[src/rtl/conv_mac_pkg.sv]
// ---------------------------------------------------------------------------
// conv_mac_pkg
// Shared types and constants for the conv_mac_engine block.
//   state_t    : control FSM states (IDLE, RUN, DRAIN, DONE)
//   mode_t     : convolution / correlation selector
//   PIPE_DEPTH : cycles from address issue to the accumulator result
// ---------------------------------------------------------------------------
package conv_mac_pkg;

  typedef enum logic [1:0] {
    IDLE  = 2'd0,
    RUN   = 2'd1,
    DRAIN = 2'd2,
    DONE  = 2'd3
  } state_t;

  typedef enum logic {
    MODE_CONV = 1'b0,
    MODE_CORR = 1'b1
  } mode_t;

  localparam int PIPE_DEPTH = 2;

endpackage

[src/rtl/conv_mac_engine_if.sv]
// ---------------------------------------------------------------------------
// conv_mac_engine_if
// Bundles the control, memory-port and status signals of conv_mac_engine.
//   master : the side driving start/sizes/mode and returning X/Y read data
//   slave  : the engine itself
// Signals:
//   start, size_x, size_y, mode        run control
//   memx_addr/datax, memy_addr/datay   synchronous-read operand memories
//   dataz, memz_addr, writez           result memory write port
//   busy, done                         status
//   sat_flag                           sticky clamp flag (CONV_MAC_SATURATE_EN only)
// ---------------------------------------------------------------------------
interface conv_mac_engine_if #(
  parameter int DATA_WIDTH = 8,
  parameter int ADDR_WIDTH = 5,
  parameter int OUT_WIDTH  = 2*DATA_WIDTH
);

  logic                  start;
  logic [ADDR_WIDTH-1:0] size_x;
  logic [ADDR_WIDTH-1:0] size_y;
  logic                  mode;
  logic [ADDR_WIDTH-1:0] memx_addr;
  logic [DATA_WIDTH-1:0] datax;
  logic [ADDR_WIDTH-1:0] memy_addr;
  logic [DATA_WIDTH-1:0] datay;
  logic [OUT_WIDTH-1:0]  dataz;
  logic [ADDR_WIDTH:0]   memz_addr;
  logic                  writez;
  logic                  busy;
  logic                  done;
`ifdef CONV_MAC_SATURATE_EN
  logic                  sat_flag;
`endif

  modport master (
    output start, size_x, size_y, mode, datax, datay,
`ifdef CONV_MAC_SATURATE_EN
    input  sat_flag,
`endif
    input  memx_addr, memy_addr, dataz, memz_addr, writez, busy, done
  );

  modport slave (
    input  start, size_x, size_y, mode, datax, datay,
`ifdef CONV_MAC_SATURATE_EN
    output sat_flag,
`endif
    output memx_addr, memy_addr, dataz, memz_addr, writez, busy, done
  );

endinterface

[src/rtl/conv_index_gen.sv]
// ---------------------------------------------------------------------------
// conv_index_gen
// Walks the (n, k) index space of a 1-D convolution, one pair per cycle:
//   n = 0 .. size_x+size_y-2,  k = max(0, n-size_y+1) .. min(n, size_x-1)
// and produces registered X/Y read addresses with per-pair tags.
// Ports:
//   clk, rst              clock, synchronous active-high reset
//   load_i                accepted start: latch sizes/mode, present pair (0,0)
//   step_i                advance to the next pair (ignored after the final one)
//   size_x_i, size_y_i    run lengths (only sampled with load_i)
//   mode_i                0 = convolution, 1 = correlation (Y read reversed)
//   addr_x_o, addr_y_o    read addresses for the current pair
//   valid_o               a pair is being presented this cycle
//   first_o, last_o       current pair is the first / last term of its n
//   final_o               current pair is the last of the run
//   n_o                   output index of the current pair
// ---------------------------------------------------------------------------
module conv_index_gen
  import conv_mac_pkg::*;
#(
  parameter int ADDR_WIDTH = 5
) (
  input  logic                  clk,
  input  logic                  rst,
  input  logic                  load_i,
  input  logic                  step_i,
  input  logic [ADDR_WIDTH-1:0] size_x_i,
  input  logic [ADDR_WIDTH-1:0] size_y_i,
  input  logic                  mode_i,
  output logic [ADDR_WIDTH-1:0] addr_x_o,
  output logic [ADDR_WIDTH-1:0] addr_y_o,
  output logic                  valid_o,
  output logic                  first_o,
  output logic                  last_o,
  output logic                  final_o,
  output logic [ADDR_WIDTH:0]   n_o
);

  localparam int NW = ADDR_WIDTH + 1;
  localparam logic [NW-1:0]         ONE_N = {{(NW-1){1'b0}}, 1'b1};
  localparam logic [NW-1:0]         TWO_N = ONE_N + ONE_N;
  localparam logic [ADDR_WIDTH-1:0] ONE_A = {{(ADDR_WIDTH-1){1'b0}}, 1'b1};

  // Highest k for output n: min(n, size_x-1)
  function automatic logic [NW-1:0] k_hi(input logic [NW-1:0] n, input logic [NW-1:0] sx);
    logic [NW-1:0] top_k;
    top_k = sx - ONE_N;
    if (n < top_k) begin
      return n;
    end else begin
      return top_k;
    end
  endfunction

  // Lowest k for output n: max(0, n-size_y+1)
  function automatic logic [NW-1:0] k_lo(input logic [NW-1:0] n, input logic [NW-1:0] sy);
    if ((n + ONE_N) > sy) begin
      return n + ONE_N - sy;
    end else begin
      return {NW{1'b0}};
    end
  endfunction

  logic [ADDR_WIDTH-1:0] sx_q, sy_q;
  mode_t                 mode_q;
  logic [NW-1:0]         n_q, k_q;
  logic [ADDR_WIDTH-1:0] addr_x_q, addr_y_q;
  logic                  valid_q, first_q, last_q, final_q;

  logic [ADDR_WIDTH-1:0] sx_s, sy_s, j_s, y_d;
  mode_t                 mode_s;
  logic [NW-1:0]         sx_n, sy_n, n_d, k_d;
  logic                  first_d, last_d, final_d;

  // Next (n, k) pair, its tags and its Y address
  always_comb begin
    // On load the latched sizes are not yet valid, so use the inputs directly
    sx_s   = load_i ? size_x_i : sx_q;
    sy_s   = load_i ? size_y_i : sy_q;
    mode_s = load_i ? mode_t'(mode_i) : mode_q;
    sx_n   = {1'b0, sx_s};
    sy_n   = {1'b0, sy_s};
    n_d    = n_q;
    k_d    = k_q;
    if (load_i) begin
      n_d = {NW{1'b0}};
      k_d = {NW{1'b0}};
    end else if (k_q == k_hi(n_q, sx_n)) begin
      n_d = n_q + ONE_N;
      k_d = k_lo(n_q + ONE_N, sy_n);
    end else begin
      n_d = n_q;
      k_d = k_q + ONE_N;
    end
    first_d = (k_d == k_lo(n_d, sy_n));
    last_d  = (k_d == k_hi(n_d, sx_n));
    final_d = last_d && (n_d == (sx_n + sy_n - TWO_N));
    // n-k is always < size_y, so modulo-2^ADDR_WIDTH arithmetic is exact
    j_s = n_d[ADDR_WIDTH-1:0] - k_d[ADDR_WIDTH-1:0];
    if (mode_s == MODE_CORR) begin
      y_d = sy_s - ONE_A - j_s;
    end else begin
      y_d = j_s;
    end
  end

  // Pair registers; addresses hold their last value once the run ends
  always_ff @(posedge clk) begin
    if (rst) begin
      sx_q     <= {ADDR_WIDTH{1'b0}};
      sy_q     <= {ADDR_WIDTH{1'b0}};
      mode_q   <= MODE_CONV;
      n_q      <= {NW{1'b0}};
      k_q      <= {NW{1'b0}};
      addr_x_q <= {ADDR_WIDTH{1'b0}};
      addr_y_q <= {ADDR_WIDTH{1'b0}};
      valid_q  <= 1'b0;
      first_q  <= 1'b0;
      last_q   <= 1'b0;
      final_q  <= 1'b0;
    end else begin
      if (load_i) begin
        sx_q   <= size_x_i;
        sy_q   <= size_y_i;
        mode_q <= mode_t'(mode_i);
      end
      if (load_i || (step_i && !final_q)) begin
        n_q      <= n_d;
        k_q      <= k_d;
        addr_x_q <= k_d[ADDR_WIDTH-1:0];
        addr_y_q <= y_d;
        valid_q  <= 1'b1;
        first_q  <= first_d;
        last_q   <= last_d;
        final_q  <= final_d;
      end else if (step_i) begin
        valid_q <= 1'b0;
        first_q <= 1'b0;
        last_q  <= 1'b0;
        final_q <= 1'b0;
      end
    end
  end

  assign addr_x_o = addr_x_q;
  assign addr_y_o = addr_y_q;
  assign valid_o  = valid_q;
  assign first_o  = first_q;
  assign last_o   = last_q;
  assign final_o  = final_q;
  assign n_o      = n_q;

endmodule

[src/rtl/conv_mac_engine.sv]
// ---------------------------------------------------------------------------
// conv_mac_engine
// Signed 1-D convolution / correlation engine: Z[n] = sum_k X[k]*Y[n-k]
// (correlation reads Y at size_y-1-(n-k)). One MAC per cycle; every Z sample
// is written to the result memory in ascending n order.
// Ports:
//   clk   clock
//   rst   synchronous active-high reset (aborts a run)
//   bus   conv_mac_engine_if.slave: start/size_x/size_y/mode, X/Y read ports,
//         Z write port (dataz/memz_addr/writez), busy, done
// Build option:
//   CONV_MAC_SATURATE_EN  clamp dataz to the OUT_WIDTH signed range and add a
//                         sticky bus.sat_flag; otherwise dataz is truncated.
// Timing (start in cycle 0, P = size_x*size_y): addresses in cycles 1..P,
// last writez in cycle P+2, done in cycle P+3.
// ---------------------------------------------------------------------------
module conv_mac_engine
  import conv_mac_pkg::*;
#(
  parameter int DATA_WIDTH = 8,
  parameter int ADDR_WIDTH = 5,
  parameter int OUT_WIDTH  = 2*DATA_WIDTH,
  parameter int ACC_WIDTH  = 2*DATA_WIDTH + ADDR_WIDTH
) (
  input  logic             clk,
  input  logic             rst,
  conv_mac_engine_if.slave bus
);

  localparam logic [1:0] S_IDLE  = IDLE;
  localparam logic [1:0] S_RUN   = RUN;
  localparam logic [1:0] S_DRAIN = DRAIN;
  localparam logic [1:0] S_DONE  = DONE;
  localparam logic [1:0] DRAIN_LAST = 2'(PIPE_DEPTH - 1);

  logic [1:0] state_q, state_d;
  logic [1:0] drain_cnt_q, drain_cnt_d;
  logic       start_ok_s, zero_size_s, load_s, step_s;

  logic [ADDR_WIDTH-1:0] idx_x_s, idx_y_s;
  logic                  idx_valid_s, idx_first_s, idx_last_s, idx_final_s;
  logic [ADDR_WIDTH:0]   idx_n_s;

  // Tags aligned with the cycle the read data returns
  logic                  s1_valid_q, s1_first_q, s1_last_q;
  logic [ADDR_WIDTH:0]   s1_n_q;

  logic signed [2*DATA_WIDTH-1:0] prod_s;
  logic signed [ACC_WIDTH-1:0]    prod_ext_s;
  logic signed [ACC_WIDTH-1:0]    acc_q, acc_d;

  logic [OUT_WIDTH-1:0]  dataz_q, dataz_d;
  logic [ADDR_WIDTH:0]   memz_addr_q;
  logic                  writez_q, busy_q, done_q;

  assign start_ok_s  = (state_q == S_IDLE) && bus.start;
  assign zero_size_s = (bus.size_x == {ADDR_WIDTH{1'b0}}) || (bus.size_y == {ADDR_WIDTH{1'b0}});
  assign load_s      = start_ok_s && !zero_size_s;
  assign step_s      = (state_q == S_RUN);

  conv_index_gen #(
    .ADDR_WIDTH (ADDR_WIDTH)
  ) u_index_gen (
    .clk      (clk),
    .rst      (rst),
    .load_i   (load_s),
    .step_i   (step_s),
    .size_x_i (bus.size_x),
    .size_y_i (bus.size_y),
    .mode_i   (bus.mode),
    .addr_x_o (idx_x_s),
    .addr_y_o (idx_y_s),
    .valid_o  (idx_valid_s),
    .first_o  (idx_first_s),
    .last_o   (idx_last_s),
    .final_o  (idx_final_s),
    .n_o      (idx_n_s)
  );

  // Control FSM next state
  always_comb begin
    state_d     = state_q;
    drain_cnt_d = drain_cnt_q;
    case (state_q)
      S_IDLE: begin
        if (start_ok_s) begin
          state_d = zero_size_s ? S_DONE : S_RUN;
        end else begin
          state_d = S_IDLE;
        end
      end
      S_RUN: begin
        if (idx_final_s) begin
          state_d     = S_DRAIN;
          drain_cnt_d = 2'd0;
        end else begin
          state_d = S_RUN;
        end
      end
      S_DRAIN: begin
        if (drain_cnt_q == DRAIN_LAST) begin
          state_d = S_DONE;
        end else begin
          drain_cnt_d = drain_cnt_q + 2'd1;
        end
      end
      S_DONE:  state_d = S_IDLE;
      default: state_d = S_IDLE;
    endcase
  end

  assign prod_s     = $signed(bus.datax) * $signed(bus.datay);
  assign prod_ext_s = ACC_WIDTH'(prod_s);

  // Accumulate; the first term of each n restarts the sum
  always_comb begin
    if (s1_first_q) begin
      acc_d = prod_ext_s;
    end else begin
      acc_d = acc_q + prod_ext_s;
    end
  end

`ifdef CONV_MAC_SATURATE_EN
  localparam logic signed [ACC_WIDTH-1:0] OUT_MAX =
    {{(ACC_WIDTH-OUT_WIDTH+1){1'b0}}, {(OUT_WIDTH-1){1'b1}}};
  localparam logic signed [ACC_WIDTH-1:0] OUT_MIN =
    {{(ACC_WIDTH-OUT_WIDTH+1){1'b1}}, {(OUT_WIDTH-1){1'b0}}};

  logic sat_hit_s, sat_q;

  // Clamp the accumulator into the signed output range
  always_comb begin
    if (acc_d > OUT_MAX) begin
      dataz_d   = OUT_MAX[OUT_WIDTH-1:0];
      sat_hit_s = 1'b1;
    end else if (acc_d < OUT_MIN) begin
      dataz_d   = OUT_MIN[OUT_WIDTH-1:0];
      sat_hit_s = 1'b1;
    end else begin
      dataz_d   = acc_d[OUT_WIDTH-1:0];
      sat_hit_s = 1'b0;
    end
  end

  // Sticky clamp flag, cleared by every accepted start
  always_ff @(posedge clk) begin
    if (rst) begin
      sat_q <= 1'b0;
    end else if (start_ok_s) begin
      sat_q <= 1'b0;
    end else if (s1_valid_q && s1_last_q && sat_hit_s) begin
      sat_q <= 1'b1;
    end
  end

  assign bus.sat_flag = sat_q;
`else
  // Two's-complement truncation to the output width
  always_comb begin
    dataz_d = acc_d[OUT_WIDTH-1:0];
  end
`endif

  // FSM state, pipeline and registered outputs
  always_ff @(posedge clk) begin
    if (rst) begin
      state_q     <= S_IDLE;
      drain_cnt_q <= 2'd0;
      s1_valid_q  <= 1'b0;
      s1_first_q  <= 1'b0;
      s1_last_q   <= 1'b0;
      s1_n_q      <= {(ADDR_WIDTH+1){1'b0}};
      acc_q       <= {ACC_WIDTH{1'b0}};
      writez_q    <= 1'b0;
      dataz_q     <= {OUT_WIDTH{1'b0}};
      memz_addr_q <= {(ADDR_WIDTH+1){1'b0}};
      busy_q      <= 1'b0;
      done_q      <= 1'b0;
    end else begin
      state_q     <= state_d;
      drain_cnt_q <= drain_cnt_d;
      s1_valid_q  <= idx_valid_s;
      s1_first_q  <= idx_first_s;
      s1_last_q   <= idx_last_s;
      s1_n_q      <= idx_n_s;
      if (s1_valid_q) begin
        acc_q <= acc_d;
      end
      writez_q <= s1_valid_q && s1_last_q;
      if (s1_valid_q && s1_last_q) begin
        dataz_q     <= dataz_d;
        memz_addr_q <= s1_n_q;
      end
      busy_q <= (state_d == S_RUN) || (state_d == S_DRAIN);
      done_q <= (state_d == S_DONE);
    end
  end

  assign bus.memx_addr = idx_x_s;
  assign bus.memy_addr = idx_y_s;
  assign bus.dataz     = dataz_q;
  assign bus.memz_addr = memz_addr_q;
  assign bus.writez    = writez_q;
  assign bus.busy      = busy_q;
  assign bus.done      = done_q;

endmodule
[src/flat_wrapper.sv]
// flat-port wrapper written by rule: the top's interface ports become plain ports
module conv_mac_engine_flat import conv_mac_pkg::*;
#(
  parameter int DATA_WIDTH = 8,
  parameter int ADDR_WIDTH = 5,
  parameter int OUT_WIDTH  = 2*DATA_WIDTH,
  parameter int ACC_WIDTH  = 2*DATA_WIDTH + ADDR_WIDTH
)
  (clk, rst, bus_start, bus_size_x, bus_size_y, bus_mode, bus_datax, bus_datay, bus_memx_addr, bus_memy_addr, bus_dataz, bus_memz_addr, bus_writez, bus_busy, bus_done);
  conv_mac_engine_if #(.DATA_WIDTH(DATA_WIDTH), .ADDR_WIDTH(ADDR_WIDTH), .OUT_WIDTH(OUT_WIDTH)) bus_i ();
  input  logic clk;
  input  logic rst;
  input wire logic [$bits(bus_i.start)-1:0] bus_start;
  input wire logic [$bits(bus_i.size_x)-1:0] bus_size_x;
  input wire logic [$bits(bus_i.size_y)-1:0] bus_size_y;
  input wire logic [$bits(bus_i.mode)-1:0] bus_mode;
  input wire logic [$bits(bus_i.datax)-1:0] bus_datax;
  input wire logic [$bits(bus_i.datay)-1:0] bus_datay;
  output wire logic [$bits(bus_i.memx_addr)-1:0] bus_memx_addr;
  output wire logic [$bits(bus_i.memy_addr)-1:0] bus_memy_addr;
  output wire logic [$bits(bus_i.dataz)-1:0] bus_dataz;
  output wire logic [$bits(bus_i.memz_addr)-1:0] bus_memz_addr;
  output wire logic [$bits(bus_i.writez)-1:0] bus_writez;
  output wire logic [$bits(bus_i.busy)-1:0] bus_busy;
  output wire logic [$bits(bus_i.done)-1:0] bus_done;
  assign bus_i.start = bus_start;
  assign bus_i.size_x = bus_size_x;
  assign bus_i.size_y = bus_size_y;
  assign bus_i.mode = bus_mode;
  assign bus_i.datax = bus_datax;
  assign bus_i.datay = bus_datay;
  assign bus_memx_addr = bus_i.memx_addr;
  assign bus_memy_addr = bus_i.memy_addr;
  assign bus_dataz = bus_i.dataz;
  assign bus_memz_addr = bus_i.memz_addr;
  assign bus_writez = bus_i.writez;
  assign bus_busy = bus_i.busy;
  assign bus_done = bus_i.done;
  conv_mac_engine #(.DATA_WIDTH(DATA_WIDTH), .ADDR_WIDTH(ADDR_WIDTH), .OUT_WIDTH(OUT_WIDTH), .ACC_WIDTH(ACC_WIDTH)) u_core (.clk(clk), .rst(rst), .bus(bus_i));
endmodule
[config.mk]
export PLATFORM = sky130hd
export DESIGN_NAME = conv_mac_engine_flat
export DESIGN_NICKNAME = d
export VERILOG_FILES = /design/src/rtl/conv_mac_pkg.sv /design/src/rtl/conv_mac_engine_if.sv /design/src/rtl/conv_index_gen.sv /design/src/rtl/conv_mac_engine.sv /design/src/flat_wrapper.sv
export SDC_FILE = /design/constraint.sdc
export NUM_CORES = 1
export LEC_CHECK = 0
export ABC_AREA = 1
export ABC_CLOCK_PERIOD_IN_PS = 9400
export CAP_MARGIN = 15
export CORE_UTILIZATION = 47
export DETAILED_ROUTE_END_ITERATION = 6
export MAX_ROUTING_LAYER = met4
export PLACE_DENSITY = 0.74
export SLEW_MARGIN = 20
export SYNTH_ARGS = -nofsm -noshare
export SYNTH_HDL_FRONTEND = slang
export SYNTH_HIERARCHICAL = 1
export SYNTH_SLANG_ARGS = --single-unit
[constraint.sdc]
create_clock -name clk -period 9.4 [get_ports clk]
set_input_delay 1.41 -clock clk [delete_from_list [all_inputs] [get_ports clk]]
set_output_delay 1.41 -clock clk [all_outputs]
set_load 0.01 [all_outputs]
==> results.json, run 1 <==
{
  "status": "completed",
  "cts_setup_buffers": 0,
  "synth-seq-cells": 86,
  "drt-vias-per-instance": 4.98,
  "cts_tree": "yes",
  "yosysTopAreaCellShare_pct": 17.7,
  "ios": 65,
  "rows": 52,
  "syn_area_per_cell_um2": 6.56,
  "cts_root_buf": "clkbuf_16",
  "grt_overflow": 0,
  "cp.required_ns": 9.65,
  "area_growth_pct": 11.2,
  "finalCritPeriodShare_pct": 84.7,
  "syn_area_um2": 9740,
  "synthCells": 1485,
  "end_kind": "flop",
  "finalHoldViolCount": 0,
  "finalSetupViolations": 0,
  "cpMostUsedCell": "nand2_1",
  "arrival_ns": 8.21,
  "finalMaxSlewViolations": 0,
  "max_freq_mhz": 126,
  "vias": 8926,
  "tightest_slew_ns": 0.780,
  "synth_area_leader_cell": "dfxtp_1",
  "grt_max_degree": 67,
  "io_buffers": 64,
  "clk_pin_slew_ns": 0.07,
  "yosysWarnings": 6,
  "die_y_um": 146,
  "synth_nets": 1664,
  "die_area_um2": 21300,
  "grt_setup_unrepaired": "false",
  "synth_area_leaders": "dfxtp_1 18%, nand2_1 14%, fa_1 13%",
  "fin_skew_ns": 0.00609,
  "antenna_found_initial": 0,
  "firstDrtPassIters": 7,
  "final_antenna_net_count": 0,
  "initial_core_util_pct": 48.0,
  "criticalPathCategory": "in -> reg",
  "clock_sinks": 86,
  "cap_violations": 0,
  "htreeDepth": 3,
  "insertedDiodeCount": 0,
  "min_path_type": "reg -> reg",
  "crit_path_top_delay_cell": "fa_1",
  "crit_path_max_fanout": 14,
  "critPathLaunchType": "primary input",
  "clk_path_buf_depth": 2,
  "grtUsageTotal_pct": 24.1,
  "relSlewSlack_pct": 47.5,
  "yosysUniqueCellTypes": 47,
  "drive_above_1_share_pct": 6.17,
  "drcViolationCount": 0,
  "die_width_um": 146,
  "ys_seq_area_share_pct": 17.7,
  "gp_congestion": 1.00,
  "dpl.hpwl_um": 18800,
  "numCtsBuffers": 9,
  "drtIter0Drc": 604,
  "cts_hold_buf": 0,
  "grt_pass1_vias": 8636,
  "postRouteWirelength_um": 23700,
  "postLayoutCoreUtil_pct": 53.3,
  "slowest_delay_ns": 0.51,
  "nNetsFinal": 1697,
  "period_needed_ns": 7.96,
  "clk-insertion-delay-late_ns": 0.35,
  "fin_setup_tns_ns": 0,
  "grt_pass1_wl_um": 40600,
  "core_um2": 20300,
  "wl_per_cell_um": 13.2,
  "cts_resized": 0
}
-- per-layer routing --
layer | routed length [um] | part of all wire, % | track usage, % | vias up
met4 | 568 | 2.4 | 7.16 | 0
met3 | 786 | 3.3 | 3.29 | 32
met1 | 10500 | 44 | 28.3 | 4113
met5 | 0 | 0 | - | -
li1 | - | - | - | 4606
met2 | 11900 | 50 | 42.7 | 175
-- kinds of logic (layout without fill, tap and decap cells) --
logic type	after synthesis	count (layout)	share of synthesized area [%]
compound gates	155	155	8.86
xor+xnor	42	42	3.85
fa+ha+maj	149	149	23.8
buf+inv	369	407	14.8
flops	86	86	17.7
mux	1	1	0.103
simple gates	683	683	30.8
-- per-stage QoR --
stage                     worst slack (ns)  area, um^2  hold WS (ns)  std cells
final                                 1.44       10800         0.421       1793
after global routing                 0.793       10800         0.435       1793
after CTS                             1.53       10800         0.422       1793
after detailed placement              1.17       10500         0.417       1777
after global placement                1.36       10500         0.415       1777
after floorplan                       2.68        9740         0.400       1485
-- path summary, 6_finish.rpt --
path                                                 start                             end  slack, ns  cells after the start
worst max-delay path                         bus_size_x[2]  u_core/u_index_gen/addr_y_o[4]       1.44                     39
worst min-delay path            u_core/u_index_gen/valid_o               u_core/s1_valid_q       0.42                      2
worst max register to register           u_core/state_q[0]  u_core/u_index_gen/addr_y_o[4]       2.49                     38
worst min register to register  u_core/u_index_gen/valid_o               u_core/s1_valid_q       0.42                      2
-- placed cells by master, fill, tap and decap left out, types with 4 or more instances in the layout --
cell,count
clkbuf_16,9
xor2_1,26
nand3b_1,5
o21ai_1,5
nor2_1,126
dfxtp_1,86
nand2_1,358
fa_1,61
o21bai_1,4
or2_2,10
nand4_1,9
nand2_2,19
o211ai_1,4
clkdlybuf4s50_1,63
nand3_1,121
a21oi_1,58
nor2_2,8
inv_1,309
nor3_1,6
o21ai_0,64
inv_2,7
ha_1,88
xnor2_1,15
nand3_2,9
a21oi_2,4
buf_4,8
-- state kept, by name, indices dropped and copies added (netlist names), 2 cells and up --
register and cells:
u_core/u_index_gen/addr_y_o 5, u_core/u_index_gen/sy_q 5, u_core/bus.memz_addr 6, u_core/u_index_gen/sx_q 5
u_core/state_q 2, u_core/acc_q 16, u_core/s1_n_q 6, u_core/drain_cnt_q 2
u_core/bus.dataz 16, u_core/u_index_gen/n_o 6, u_core/u_index_gen/k_q 6
-- worst max-delay path, delay by kind of cell --
| kind | cells | cell delay (ns) |
|---|---|---|
| adders and majority gates | 5 | 1.71 |
| and+or+nand+nor | 17 | 2.27 |
| buffers and inverters | 5 | 0.87 |
| AOI/OAI and AO/OA | 9 | 1.19 |
| xor gates and xnor gates | 3 | 0.76 |
-- synth_stat cells, drive strengths merged --
| cell | n |
|---|---|
| nand2b | 1 |
| o31ai | 2 |
| nor2 | 136 |
| and2 | 3 |
| clkbuf | 30 |
| a211oi | 2 |
| o21bai | 5 |
| nand2 | 380 |
| dfxtp | 86 |
| buf | 20 |
| xnor2 | 15 |
| o21ai | 69 |
| or2 | 10 |
| ha | 88 |
| nand4 | 9 |
| inv | 316 |
| o21a | 1 |
| a21o | 2 |
| a41oi | 1 |
| a31oi | 3 |
| mux2i | 1 |
| clkinv | 3 |
| a21oi | 63 |
| nand3b | 6 |
| xor2 | 27 |
| fa | 61 |
| nor3 | 6 |
| o211ai | 5 |
| nand3 | 132 |
| o22ai | 2 |
-- final cells by class --
cell class	instances	area [um^2]
Clock buffer	9	225
Fill cell	2074	9470
Sequential cell	86	1720
Clock inverter	7	76.3
Multi-Input combinational cell	1030	6580
Inverter	319	1200
Tap cell	270	338
Timing Repair Buffer	72	696
Power of run 1 is not shown: default switching activity piles up to over one toggle a cycle in this logic, so the estimate is an artifact.
==> run 2: changes to the inputs <==
Settings changed: ABC_CLOCK_PERIOD_IN_PS 9400 to 6800, PLACE_DENSITY 0.74 to 0.76.
Clock period 9.4 ns to 6.8 ns, I/O delays scaled along.
==> run 2 against run 1 <==
Compared with the run above: non-clock buffer count up 65; critical path type unchanged; final area up 5.1%; clock skew up 0.0087 ns; worst setup slack worse by 1.0 ns; die area unchanged; sequential share of layout area down 0.77 points; first-iteration DRC count down 11%.
==> results.json, run 2 (synthesis results as in run 1) <==
{
  "area_growth_pct": 16.8,
  "io_buffers": 64,
  "status": "completed",
  "grt_overflow": 0,
  "cts_tree": "yes",
  "dpl.hpwl_um": 19800,
  "finalSetupViolations": 0,
  "numCtsBuffers": 9,
  "core_um2": 20300,
  "critPathTopFamily": "adder cells",
  "grtUsageTotal_pct": 24.6,
  "die_y_um": 146,
  "final_antenna_net_count": 0,
  "clk_path_buf_depth": 2,
  "cp_num_buf_inv": 8,
  "initial_core_util_pct": 48.0,
  "ios": 65,
  "clock_sinks": 86,
  "stdcell_area_um2": 11400,
  "clk_pin_slew_ns": 0.06,
  "insertedDiodeCount": 0,
  "vias": 9112,
  "fin_skew_ns": 0.0148,
  "arrival_ns": 6.61,
  "cts_root_buf": "clkbuf_16",
  "antenna_found_initial": 0,
  "dpl_cell_area_um2": 11000,
  "criticalPathCategory": "in -> reg",
  "layout_commonest_cell": "nand2_1",
  "cp.required_ns": 7.04,
  "rows": 52,
  "finalCritPeriodShare_pct": 93.7,
  "fin_setup_tns_ns": 0,
  "postRouteWirelength_um": 24300,
  "drt-vias-per-instance": 4.91,
  "firstDrtPassIters": 5,
  "slowest_delay_ns": 0.54,
  "final_cell_mix": "357 x nand2_1, 309 x inv_1, 123 x nor2_1",
  "grt_pass1_wl_um": 41600,
  "place_ws_ns": -0.127,
  "crit_path_top_delay_cell": "fa_1",
  "gp_congestion": 0.974,
  "critPathLaunchType": "primary input",
  "nNetsFinal": 1762,
  "tightest_slew_ns": 0.910,
  "cts_hold_buf": 0,
  "cpMostUsedCell": "nand2_1",
  "die_width_um": 146,
  "relSlewSlack_pct": 39.2,
  "period_needed_ns": 6.37,
  "grt_pass1_vias": 9162,
  "finalMaxSlewViolations": 0,
  "die_area_um2": 21300,
  "wl_per_cell_um": 13.1,
  "fin_ws_ns": 0.428,
  "max_freq_mhz": 157,
  "drcViolationCount": 0,
  "clk-insertion-delay-late_ns": 0.35,
  "grt_max_degree": 67,
  "drtIter0Drc": 540,
  "htreeDepth": 3,
  "cap_violations": 0,
  "finalHoldViolCount": 0,
  "crit_path_max_fanout": 5,
  "end_kind": "flop",
  "min_path_type": "reg -> reg",
  "grt_setup_unrepaired": "true",
  "drive_above_1_share_pct": 10.8
}
## run 2: cell count changes in the layout (fill, tap and decap cells not counted), moves of 3 or more
cell / change
nor3_1: -3
inv_8: -3
nor2_1: -3
buf_4: +64
nor3_2: +3
nor2_2: +3
o21ai_0: -3
## run 2: what timing repair did
item | 4_1_cts | 5_1_grt
buffers inserted | 0 | 0
setup endpoints to repair | 0 | 4
gates resized for setup | 0 | 20
## run 2: worst paths after layout
check / end / from / slack (ns) / depth (start not counted)
min reg2reg: u_core/s1_last_q / u_core/u_index_gen/last_o / 0.45 / 2
max: u_core/bus.dataz[15] / bus_datay[7] / 0.43 / 34
min: u_core/s1_last_q / u_core/u_index_gen/last_o / 0.45 / 2
max reg2reg: u_core/u_index_gen/addr_y_o[4] / u_core/state_q[0] / 1.07 / 38
## run 2: worst min-delay path, cell delays in order, from the launching register on
cell and delay [ns]:
dfxtp_1 0.32, inv_1 0.06, nor2_1 0.04
## run 2: final cells by class
| cell class | count | area [um^2] |
|---|---|---|
| fill | 1962 | 8920 |
| multi-input combinational | 1030 | 6650 |
| sequential | 86 | 1720 |
| timing repair buffer | 137 | 1200 |
| inverter | 319 | 1200 |
| tap | 270 | 338 |
| clock buffer | 11 | 243 |
| clock inverter | 4 | 32.5 |
## run 2: per-layer routing
metal	GRT usage [%]	share of wire [%]	vias up
met5	-	0	-
met3	3.04	3.7	68
li1	-	-	4732
met4	8.74	3.1	0
met2	44.7	50	204
met1	27.5	43	4108
## run 2: through the flow
step / hold WS (ns) / cells / utilization [%]
3_3_place_gp: 0.422 / 1842 / 54.3
6_report: 0.450 / 1857 / 56.1
4_1_cts: 0.450 / 1857 / 55.7
5_1_grt: 0.469 / 1857 / 56.1
2_1_floorplan: 0.400 / 1485 / -
3_5_place_dp: 0.440 / 1842 / 54.3
Power of run 2 is left out for the same reason.
